===== config.mk =====
export PLATFORM = sky130hd
export DESIGN_NAME = tlb_assoc
export DESIGN_NICKNAME = d
export VERILOG_FILES = /design/src/rtl/tlb_assoc.sv
export SDC_FILE = /design/constraint.sdc
export NUM_CORES = 2
export LEC_CHECK = 0
export BUFFER_PORTS_ARGS = -buffer_cell sky130_fd_sc_hd__buf_2
export CORE_MARGIN = 2
export CORE_UTILIZATION = 40
export DETAILED_ROUTE_END_ITERATION = 12
export PLACE_DENSITY_LB_ADDON = 0.15
export SKIP_CTS_REPAIR_TIMING = 1
export SLEW_MARGIN = 15
export SYNTH_ARGS = -nofsm -noshare
export SYNTH_HDL_FRONTEND = slang
export SYNTH_SLANG_ARGS = --single-unit

===== constraint.sdc =====
create_clock -name iCLOCK -period 15.6 [get_ports iCLOCK]
set_input_delay 4.68 -clock iCLOCK [delete_from_list [all_inputs] [get_ports iCLOCK]]
set_output_delay 4.68 -clock iCLOCK [all_outputs]
set_load 0.02 [all_outputs]

===== src/rtl/tlb_assoc.sv =====
// Set-associative TLB: ASID/global tagging, per-set LRU replacement, duplicate-free
// refill and selective invalidation, with a one-cycle registered lookup result.
module tlb_assoc #(
    parameter int unsigned WAYS       = 4,
    parameter int unsigned SETS       = 4,
    parameter int unsigned PAGE_SHIFT = 14,
    parameter int unsigned ASID_W     = 8,
    parameter int unsigned FLAG_W     = 14,
    parameter int unsigned PA_W       = 32
) (
    input  logic                       iCLOCK,
    input  logic                       inRESET,
    input  logic                       iINV_REQ,
    input  logic [1:0]                 iINV_MODE,
    input  logic [31:0]                iINV_VADDR,
    input  logic [ASID_W-1:0]          iINV_ASID,
    input  logic                       iRD_REQ,
    input  logic [31:0]                iRD_VADDR,
    input  logic [ASID_W-1:0]          iRD_ASID,
    output logic                       oRD_VALID,
    output logic                       oRD_HIT,
    output logic [FLAG_W-1:0]          oRD_FLAGS,
    output logic [PA_W-1:0]            oRD_PADDR,
    input  logic                       iWR_REQ,
    input  logic [31:0]                iWR_VADDR,
    input  logic [ASID_W-1:0]          iWR_ASID,
    input  logic                       iWR_GLOBAL,
    input  logic [PA_W-PAGE_SHIFT-1:0] iWR_PPN,
    input  logic [FLAG_W-1:0]          iWR_FLAGS
);
    localparam int unsigned   IW      = $clog2(SETS);
    localparam int unsigned   AW      = $clog2(WAYS);
    localparam int unsigned   TAG_W   = 32 - PAGE_SHIFT - IW;
    localparam int unsigned   PPN_W   = PA_W - PAGE_SHIFT;
    localparam logic [AW-1:0] AGE_MAX = AW'(WAYS - 1);

    logic [TAG_W-1:0]  tag_q   [SETS][WAYS];
    logic [ASID_W-1:0] asid_q  [SETS][WAYS];
    logic              glb_q   [SETS][WAYS];
    logic [PPN_W-1:0]  ppn_q   [SETS][WAYS];
    logic [FLAG_W-1:0] flags_q [SETS][WAYS];
    logic [WAYS-1:0]   valid_q [SETS];
    logic [WAYS-1:0]   valid_d [SETS];
    logic [AW-1:0]     age_q   [SETS][WAYS];
    logic [AW-1:0]     age_d   [SETS][WAYS];

    logic              rd_valid_q;
    logic              rd_hit_q;
    logic [FLAG_W-1:0] rd_flags_q;
    logic [PA_W-1:0]   rd_paddr_q;

    logic [IW-1:0]     rd_idx;
    logic [TAG_W-1:0]  rd_tag;
    logic              rd_hit;
    logic [AW-1:0]     rd_way;
    logic              rd_touch;

    logic [IW-1:0]     wr_idx;
    logic [TAG_W-1:0]  wr_tag;
    logic              wr_match;
    logic [AW-1:0]     wr_match_way;
    logic              wr_free;
    logic [AW-1:0]     wr_free_way;
    logic [AW-1:0]     wr_victim;
    logic [AW-1:0]     wr_way;

    logic [IW-1:0]     inv_idx;
    logic [TAG_W-1:0]  inv_tag;

    assign rd_idx  = iRD_VADDR[PAGE_SHIFT +: IW];
    assign rd_tag  = iRD_VADDR[31 -: TAG_W];
    assign wr_idx  = iWR_VADDR[PAGE_SHIFT +: IW];
    assign wr_tag  = iWR_VADDR[31 -: TAG_W];
    assign inv_idx = iINV_VADDR[PAGE_SHIFT +: IW];
    assign inv_tag = iINV_VADDR[31 -: TAG_W];

    // Descending scans so the lowest qualifying way is the one left selected.
    always_comb begin
        rd_hit = 1'b0;
        rd_way = '0;
        for (int w = int'(WAYS) - 1; w >= 0; w--) begin
            if (valid_q[rd_idx][w] && tag_q[rd_idx][w] == rd_tag &&
                (glb_q[rd_idx][w] || asid_q[rd_idx][w] == iRD_ASID)) begin
                rd_hit = 1'b1;
                rd_way = AW'(w);
            end
        end
    end

    always_comb begin
        wr_match     = 1'b0;
        wr_match_way = '0;
        wr_free      = 1'b0;
        wr_free_way  = '0;
        wr_victim    = '0;
        for (int w = int'(WAYS) - 1; w >= 0; w--) begin
            if (valid_q[wr_idx][w] && tag_q[wr_idx][w] == wr_tag &&
                (glb_q[wr_idx][w] || asid_q[wr_idx][w] == iWR_ASID)) begin
                wr_match     = 1'b1;
                wr_match_way = AW'(w);
            end
            if (!valid_q[wr_idx][w]) begin
                wr_free     = 1'b1;
                wr_free_way = AW'(w);
            end
            if (age_q[wr_idx][w] == AGE_MAX) begin
                wr_victim = AW'(w);
            end
        end
        wr_way = wr_victim;
        if (wr_match) begin
            wr_way = wr_match_way;
        end else if (wr_free) begin
            wr_way = wr_free_way;
        end
    end

    assign rd_touch = iRD_REQ && rd_hit && !(iWR_REQ && wr_idx == rd_idx);

    always_comb begin
        logic          kill;
        logic [AW-1:0] ref_age;
        kill    = 1'b0;
        ref_age = AGE_MAX;
        valid_d = valid_q;
        age_d   = age_q;
        if (iINV_REQ) begin
            for (int s = 0; s < int'(SETS); s++) begin
                for (int w = 0; w < int'(WAYS); w++) begin
                    case (iINV_MODE)
                        2'd0: kill = valid_q[s][w] && IW'(s) == inv_idx &&
                                     tag_q[s][w] == inv_tag &&
                                     (glb_q[s][w] || asid_q[s][w] == iINV_ASID);
                        2'd1: kill = valid_q[s][w] && !glb_q[s][w] &&
                                     asid_q[s][w] == iINV_ASID;
                        2'd2: kill = valid_q[s][w] && !glb_q[s][w];
                        default: kill = 1'b1;
                    endcase
                    if (kill) begin
                        valid_d[s][w] = 1'b0;
                        age_d[s][w]   = AGE_MAX;
                    end
                end
            end
        end else begin
            if (iWR_REQ) begin
                ref_age = valid_q[wr_idx][wr_way] ? age_q[wr_idx][wr_way] : AGE_MAX;
                for (int w = 0; w < int'(WAYS); w++) begin
                    if (AW'(w) == wr_way) begin
                        age_d[wr_idx][w] = '0;
                    end else if (valid_q[wr_idx][w] && age_q[wr_idx][w] < ref_age) begin
                        age_d[wr_idx][w] = age_q[wr_idx][w] + 1'b1;
                    end
                end
                valid_d[wr_idx][wr_way] = 1'b1;
            end
            // Read touch only lands in a set the refill leaves alone.
            if (rd_touch) begin
                ref_age = age_q[rd_idx][rd_way];
                for (int w = 0; w < int'(WAYS); w++) begin
                    if (AW'(w) == rd_way) begin
                        age_d[rd_idx][w] = '0;
                    end else if (valid_q[rd_idx][w] && age_q[rd_idx][w] < ref_age) begin
                        age_d[rd_idx][w] = age_q[rd_idx][w] + 1'b1;
                    end
                end
            end
        end
    end

    always_ff @(posedge iCLOCK or negedge inRESET) begin
        if (!inRESET) begin
            for (int s = 0; s < int'(SETS); s++) begin
                valid_q[s] <= '0;
                for (int w = 0; w < int'(WAYS); w++) begin
                    age_q[s][w] <= AGE_MAX;
                end
            end
        end else begin
            for (int s = 0; s < int'(SETS); s++) begin
                valid_q[s] <= valid_d[s];
                for (int w = 0; w < int'(WAYS); w++) begin
                    age_q[s][w] <= age_d[s][w];
                end
            end
        end
    end

    always_ff @(posedge iCLOCK) begin
        if (iWR_REQ && !iINV_REQ) begin
            tag_q[wr_idx][wr_way]   <= wr_tag;
            asid_q[wr_idx][wr_way]  <= iWR_ASID;
            glb_q[wr_idx][wr_way]   <= iWR_GLOBAL;
            ppn_q[wr_idx][wr_way]   <= iWR_PPN;
            flags_q[wr_idx][wr_way] <= iWR_FLAGS;
        end
    end

    always_ff @(posedge iCLOCK or negedge inRESET) begin
        if (!inRESET) begin
            rd_valid_q <= 1'b0;
            rd_hit_q   <= 1'b0;
            rd_flags_q <= '0;
            rd_paddr_q <= '0;
        end else begin
            rd_valid_q <= iRD_REQ;
            rd_hit_q   <= iRD_REQ && rd_hit;
            if (iRD_REQ && rd_hit) begin
                rd_flags_q <= flags_q[rd_idx][rd_way];
                rd_paddr_q <= {ppn_q[rd_idx][rd_way], iRD_VADDR[PAGE_SHIFT-1:0]};
            end else begin
                rd_flags_q <= '0;
                rd_paddr_q <= '0;
            end
        end
    end

    assign oRD_VALID = rd_valid_q;
    assign oRD_HIT   = rd_hit_q;
    assign oRD_FLAGS = rd_flags_q;
    assign oRD_PADDR = rd_paddr_q;

endmodule


# Yosys cells after proc, flatten, opt, wreduce, memory -nomap -nowiden
# Memory sizes are Yosys's and may differ from the RTL's.
# Index checks and enable logic that the tools add are counted.
# Widths: inputs -> output; s select.
dict set report classes {
  n_addsub 8
  n_lt_le_gt_ge 17
  eq_ne 80
  muxes 201
  bitwise_logic 21
  n_reduce_logical 175
}
# op count
set op_table {}
lappend op_table {{$mux 32} 34}
lappend op_table {{$eq 16x16->1} 24}
lappend op_table {{$and 32x32->32} 8}
lappend op_table {{$bwmux 32} 8}
lappend op_table {{$not 32->32} 8}
lappend op_table {{$eq 8x8->1} 24}
lappend op_table {{$demux 8 s2} 9}
lappend op_table {{$logic_and 1x1->1} 112}
lappend op_table {{$mux 2} 41}
lappend op_table {{$mux 72} 1}
lappend op_table {{$mux 64} 1}
lappend op_table {{$mux 14} 4}
lappend op_table {{$mux 56} 1}
lappend op_table {{$mux 8} 7}
lappend op_table {{$mux 18} 3}
lappend op_table {{$mux 1} 48}
lappend op_table {{$mux 16} 3}
lappend op_table {{$pmux 1 s3} 16}
lappend op_table {{$bmux 18 s2} 1}
lappend op_table {{$demux 18 s2} 1}
lappend op_table {{$bmux 8 s2} 2}
lappend op_table {{$demux 16 s2} 1}
lappend op_table {{$mux 4} 8}
lappend op_table {{$ne 2x1->1 const B} 16}
lappend op_table {{other kinds (26)} 121}
dict set report totals {
  regBits 96
  ramBits 912
  output_inout_bits 48
  word_cells 543
  memories 5
}
# memory depth width read_ports rd_ports_with_merged_regs wr line_no
set mem_list {}
lappend mem_list {ppn_q 4 72 1 0 1 40} ;# logic [PPN_W-1:0] ppn_q [SETS][WAYS];
lappend mem_list {tag_q 4 64 6 0 1 37} ;# logic [TAG_W-1:0] tag_q [SETS][WAYS];
lappend mem_list {flags_q 4 56 1 0 1 41} ;# logic [FLAG_W-1:0] flags_q [SETS][WAYS];
lappend mem_list {asid_q 4 32 6 0 1 38} ;# logic [ASID_W-1:0] asid_q [SETS][WAYS];
lappend mem_list {glb_q 4 4 6 0 1 39} ;# logic glb_q [SETS][WAYS];

# Depth between registers and ports, before layout
dict set report depth {
  word_depth 57
  ltp_mapped 23
  ltp_nobuf 19
}

# Least setup slack after synthesis
# Ideal clock, no wire load.
dict set report synth_timing {
  path_kind {input to register}
  start {input iWR_VADDR[14]}
  end {register age_q[23] in the netlist's numbering}
  setup_ns 0.078
  t_arrival_ns 10.892
  slack_ns 4.630
  path_stages 19
  path_cell_list {buf_6 > buf_6 > buf_6 > buf_2 > buf_2 > clkbuf_1 > mux4_2 > ha_1 > inv_1 > a21oi_1 > o211ai_1 > and2_1 > nand2_1 > or4b_4 > and2_1 > nor2_1 > a21oi_1 > o31a_1 > and3_1}
}
dict set report synth_via {
  elab_chain_cells 57
}
# element line_no
set synth_rtl {}
lappend synth_rtl {{from (decl)} 25} ;# input logic [31:0] iWR_VADDR,
lappend synth_rtl {{$not 2->3 (implied by the code)} -}
lappend synth_rtl {{$bmux 8 s2 or $bmux 4 s2 (tied branches)} -}
lappend synth_rtl {{$mux 8 (implied by the code) or $mux 4 (tied branches) (2 in a row)} -}
lappend synth_rtl {{$eq 2x2->1 or $logic_and 1x1->1 (tied branches)} {106, 97}}
lappend synth_rtl {{$mux 2 or $logic_and 1x1->1 (tied branches)} {106, 97}}
lappend synth_rtl {{$mux 2 (tied with other cells) (3 in a row)} 106} ;# if (age_q[wr_idx][w] == AGE_MAX) begin
lappend synth_rtl {{$mux 2 (tied with other cells)} 113} ;# end else if (wr_free) begin
lappend synth_rtl {{$mux 2} 111} ;# if (wr_match) begin
lappend synth_rtl {{[... 38 more ...]} -}
lappend synth_rtl {{$mux 32} 161} ;# if (AW'(w) == rd_way) begin
lappend synth_rtl {{$mux 32} 158} ;# if (rd_touch) begin
lappend synth_rtl {{$mux 32} 127} ;# if (iINV_REQ) begin
lappend synth_rtl {{$bwmux 32} 164} ;# age_d[rd_idx][w] = age_q[rd_idx][w] + 1'b1;
lappend synth_rtl {{$mux 32} 163} ;# end else if (valid_q[rd_idx][w] && age_q[rd_idx][w] < ref_age) begin
lappend synth_rtl {{$mux 32} 161}
lappend synth_rtl {{$mux 32 *} 158}
lappend synth_rtl {{$mux 32 *} 127}
lappend synth_rtl {{to (signal, indexed assignment)} 183} ;# age_q[s][w] <= age_d[s][w];
lappend synth_rtl {{to (decl)} 44} ;# logic [AW-1:0] age_q [SETS][WAYS];
# Mark *: on every way between the ends. The rest lies on a longest branch, timed or not. The select of a mux whose other input is x is not followed.
# A chain may end at the register's enable or synchronous reset.

# Worst setup path after layout
dict set report layout_timing {
  start {input iRD_VADDR[15]}
  end {register age_q[9] in the netlist's numbering}
}
dict set report layout_via {
  elab_chain_cells 35
}
# element line_no
set layout_rtl {}
lappend layout_rtl {{from (decl)} 18} ;# input logic [31:0] iRD_VADDR,
lappend layout_rtl {{parallel branches: the longest is 33 deep, another holds $mem_v2 4x64} -}
lappend layout_rtl {{$mux 32 *} 158}
lappend layout_rtl {{$mux 32 *} 127}
# Mark *: on every way between the ends. The select of a mux whose other input is x is not followed.

==> run_results.csv <==
group,metric,value,unit
floorplan,core_area,123300,um2
setup_path,crit_buf_inv,4,
setup_path,reg2reg_to,"age_q[9]$_DFFE_PN1P_",
logic_synthesis,yosysTopAreaCell,"edfxtp_1",
logic_synthesis,ys_warn_count,0,
routing,final_antenna_net_count,0,
place,dp_hpwl,99.84,mm
timing,relSlewSlack,12.21,%
place,port_buffers,179,
run_status,status,"finished clean",
clock_network,cts_buffers,109,
setup_path,reg2reg_depth,17,
routing,drt_iter0_markers,3461,
logic_synthesis,yosysMostFrequentCell,"edfxtp_1",
timing,timing.fmax,93.13,MHz
timing,final_max_slew_viol_count,0,
setup_path,crit_top_cell,"buf_4",
timing,finalHoldViolCount,0,
finish,final_util,45.44,%
logic_synthesis,netlist_area,49520,um2
finish,area_delta_synth_final,13.16,%
floorplan,initial_utilization,40.16,%
logic_synthesis,synthArstFlopShare,9.524,%
finish,design_area,56030,um2
setup_path,path_cells,"buf_8 > buf_4 > mux4_2 > xor2_1 > nor4_1 > a41o_1 > nand4_1 > nand4b_1 > buf_4 > inv_1 > nand2_1 > o21ai_0 > a21oi_1 > ha_1 > o31a_1 > nor2_1 > a41oi_1 > o31ai_1 > a21bo_1",
logic_synthesis,syn_nets,3260,
routing,totalWireLength,158.9,mm
timing,rsz0062_at_grt,"no",
clock_network,cts_sinks,1008,
setup_path,crit_arrival,11.42,ns
place,gp_congestion,0.9197,
setup_path,cpPeakStageDelay,0.83,ns
logic_synthesis,avgSynthCellArea,16.01,um2
routing,num_vias,30130,
worst_hold_path,hold_class,"flop to flop",
logic_synthesis,synthCells,3092,
setup_path,crit_type,"primary input to flop",
grt,grt_start_max_net_pins,74,
worst_hold_path,hold_path_startpoint,"age_q[24]$_DFFE_PN1P_",
routing,drc_errors,0,
clock_network,path_clk_slew,0.06,ns
logic_synthesis,yosysSeqAreaShare,60.24,%
grt,grt_overflow,0,
setup_path,cp_num_cells,19,
power,leakage,17.97,nW
grt,grt_pass1_vias,30980,
routing,post_drt_wl_per_cell,31.99,um
timing,whs,0.5107,ns
logic_synthesis,synth_area_leaders,"edfxtp_1, mux4_2, xnor2_1",
floorplan,placementRows,129,
finish,nets,3403,
finish,finalNonFillerCells,4967,
clock_network,insertion_delay,0.76,ns
setup_path,path_delay_family,"buffers and inverters",
logic_synthesis,netlist.area_leader.share,55.31,%
setup_path,start_kind,"primary input",
grt,grt_pass1_wl,226.5,mm
setup_path,required,16.28,ns
logic_synthesis,ys.flop_type,"edfxtp_1",
power,ir_worst_vdd,0.00009100,V
floorplan,fp.dieH,355.8,um
timing,period_share,68.83,%
timing,worst_slack,4.862,ns
power,power_density,115.3,nW/um2
setup_path,r2r_slack,9.63,ns
grt,antenna_found_initial,8,
flow_run,maxCapViolations,0,
setup_path,startpoint,"iRD_VADDR[15]",
logic_synthesis,synth_edf_count,912,
routing,detail_route.vias_per_cell,6.065,
floorplan,chipWidth,355.8,um
logic_synthesis,ys_ff_latch,1008,
routing,first_pass_iters,8,
timing,tightest_slew,1.305,ns
timing,fin_crit,10.74,ns
clock_network,clockBufferDepth,3,
finish,drive_above_1_share,25.11,%
clock_network,cts-root-buf,"clkbuf_16",
clock_network,cts_max_level,3,
setup_path,critPathCaptureType,"flop",
logic_synthesis,ys_top_cells_by_count,"edfxtp_1, xnor2_1, mux4_2",
floorplan,pin_count,208,
grt,track_usage,24.97,%
timing,skew,0.05725,ns
timing,fin_tns_setup,0,ns
place,pre_cts_ws,4.185,ns
logic_synthesis,synth.distinct_cells,91,
setup_path,cp-endpoint,"age_q[9]$_DFFE_PN1P_",
timing,setup_viol,0,
setup_path,cp_slowest_cell,"buf_4",
clock_network,cts_tree,"yes",
setup_path,r2r_start,"asid_q[0][22]$_DFFE_PP_",
power,power,6.461,mW
place,place_inst,4760,
floorplan,dieArea,126600,um2
setup_path,critPathMaxFanout,51,
finish,n_fill_cell,10820,
place,place_area,52150,um2
[cell type report]
cell class | count | area, um2 | share of cell area (%)
Multi-Input combinational cell | 1845 | 18780 | 33.52
Timing Repair Buffer | 237 | 1394 | 2.488
Clock buffer | 124 | 2804 | 5.004
Inverter | 34 | 127.6 | 0.2278
Antenna cell | 1 | 2.502 | 0.004466
Tap cell | 1637 | 2048 | 3.655
Clock inverter | 81 | 1047 | 1.869
Sequential cell | 1008 | 29830 | 53.23
[sequential cells by signal, summed over array words and instances (netlist names)]
name and count:
age_q 32, asid_q 128, flags_q 224, glb_q 16
oRD_FLAGS 14, oRD_HIT 1, oRD_PADDR 32, oRD_VALID 1
ppn_q 288, tag_q 256, valid_q 16
[routing by layer]
layer / vias to the layer above / wire length [um] / global-route usage, % / share of wire [%]
met5: - / 57 / 0 / 0.036
met4: 8 / 5567 / 9.173 / 3.5
met3: 271 / 12570 / 5.250 / 7.9
met2: 1423 / 74280 / 39.32 / 47
met1: 15890 / 66420 / 34.25 / 42
li1: 12540 / - / - / -
[worst min-delay path, cell delays in order (launching register included)]
cell and delay [ns]:
dfstp_2 0.39, inv_1 0.05, a31oi_1 0.06
[how the worst min path moves through the flow]
stage | slack, ns | endpoint | depth (start not counted)
floorplan | 0.48 | age_q[24]$_DFFE_PN1P_ | 2
global placement | 0.49 | age_q[1]$_DFFE_PN1P_ | 2
detailed placement | 0.50 | age_q[24]$_DFFE_PN1P_ | 2
CTS | 0.51 | age_q[24]$_DFFE_PN1P_ | 2
global route | 0.54 | age_q[24]$_DFFE_PN1P_ | 2
finish | 0.51 | age_q[24]$_DFFE_PN1P_ | 2
[kinds of logic after synthesis]
group                      count (synthesis)  synth area share, %
DFF                                     1008                60.24
xor gates and xnor gates                 584                10.33
and+or+nand+nor                          519                5.471
muxes                                    391                16.69
AOI/OAI and AO/OA                        343                4.912
buffers and inverters                    239                2.155
adders and majority gates                  8               0.2022
[power by group]
group	total [mW]	switching (mW)	internal, mW	leakage [nW]
sequential	3.03	0.0279	3.00	9.44
clock	2.77	1.15	1.62	1.86
combinational	0.668	0.418	0.250	6.67
total	6.46	1.59	4.87	18.0
[placed cells by master (no fill, tap or decap), types with 17 or more instances in the layout]
master / count
nand2_1: 96
o21ai_0: 43
nor3_1: 44
nor2_1: 83
mux2i_1: 42
nand2b_1: 17
bufinv_16: 19
buf_4: 57
nor4_1: 45
a21oi_1: 107
clkinv_2: 20
dfrtp_1: 64
clkbuf_16: 109
o211ai_1: 17
inv_1: 33
nand4_1: 106
buf_2: 174
xor2_1: 120
and2_1: 20
xnor2_1: 464
dfstp_2: 32
edfxtp_1: 912
clkinv_1: 22
o221ai_1: 36
nand3_1: 36
mux4_2: 345
(Power assumes the default switching activity.)
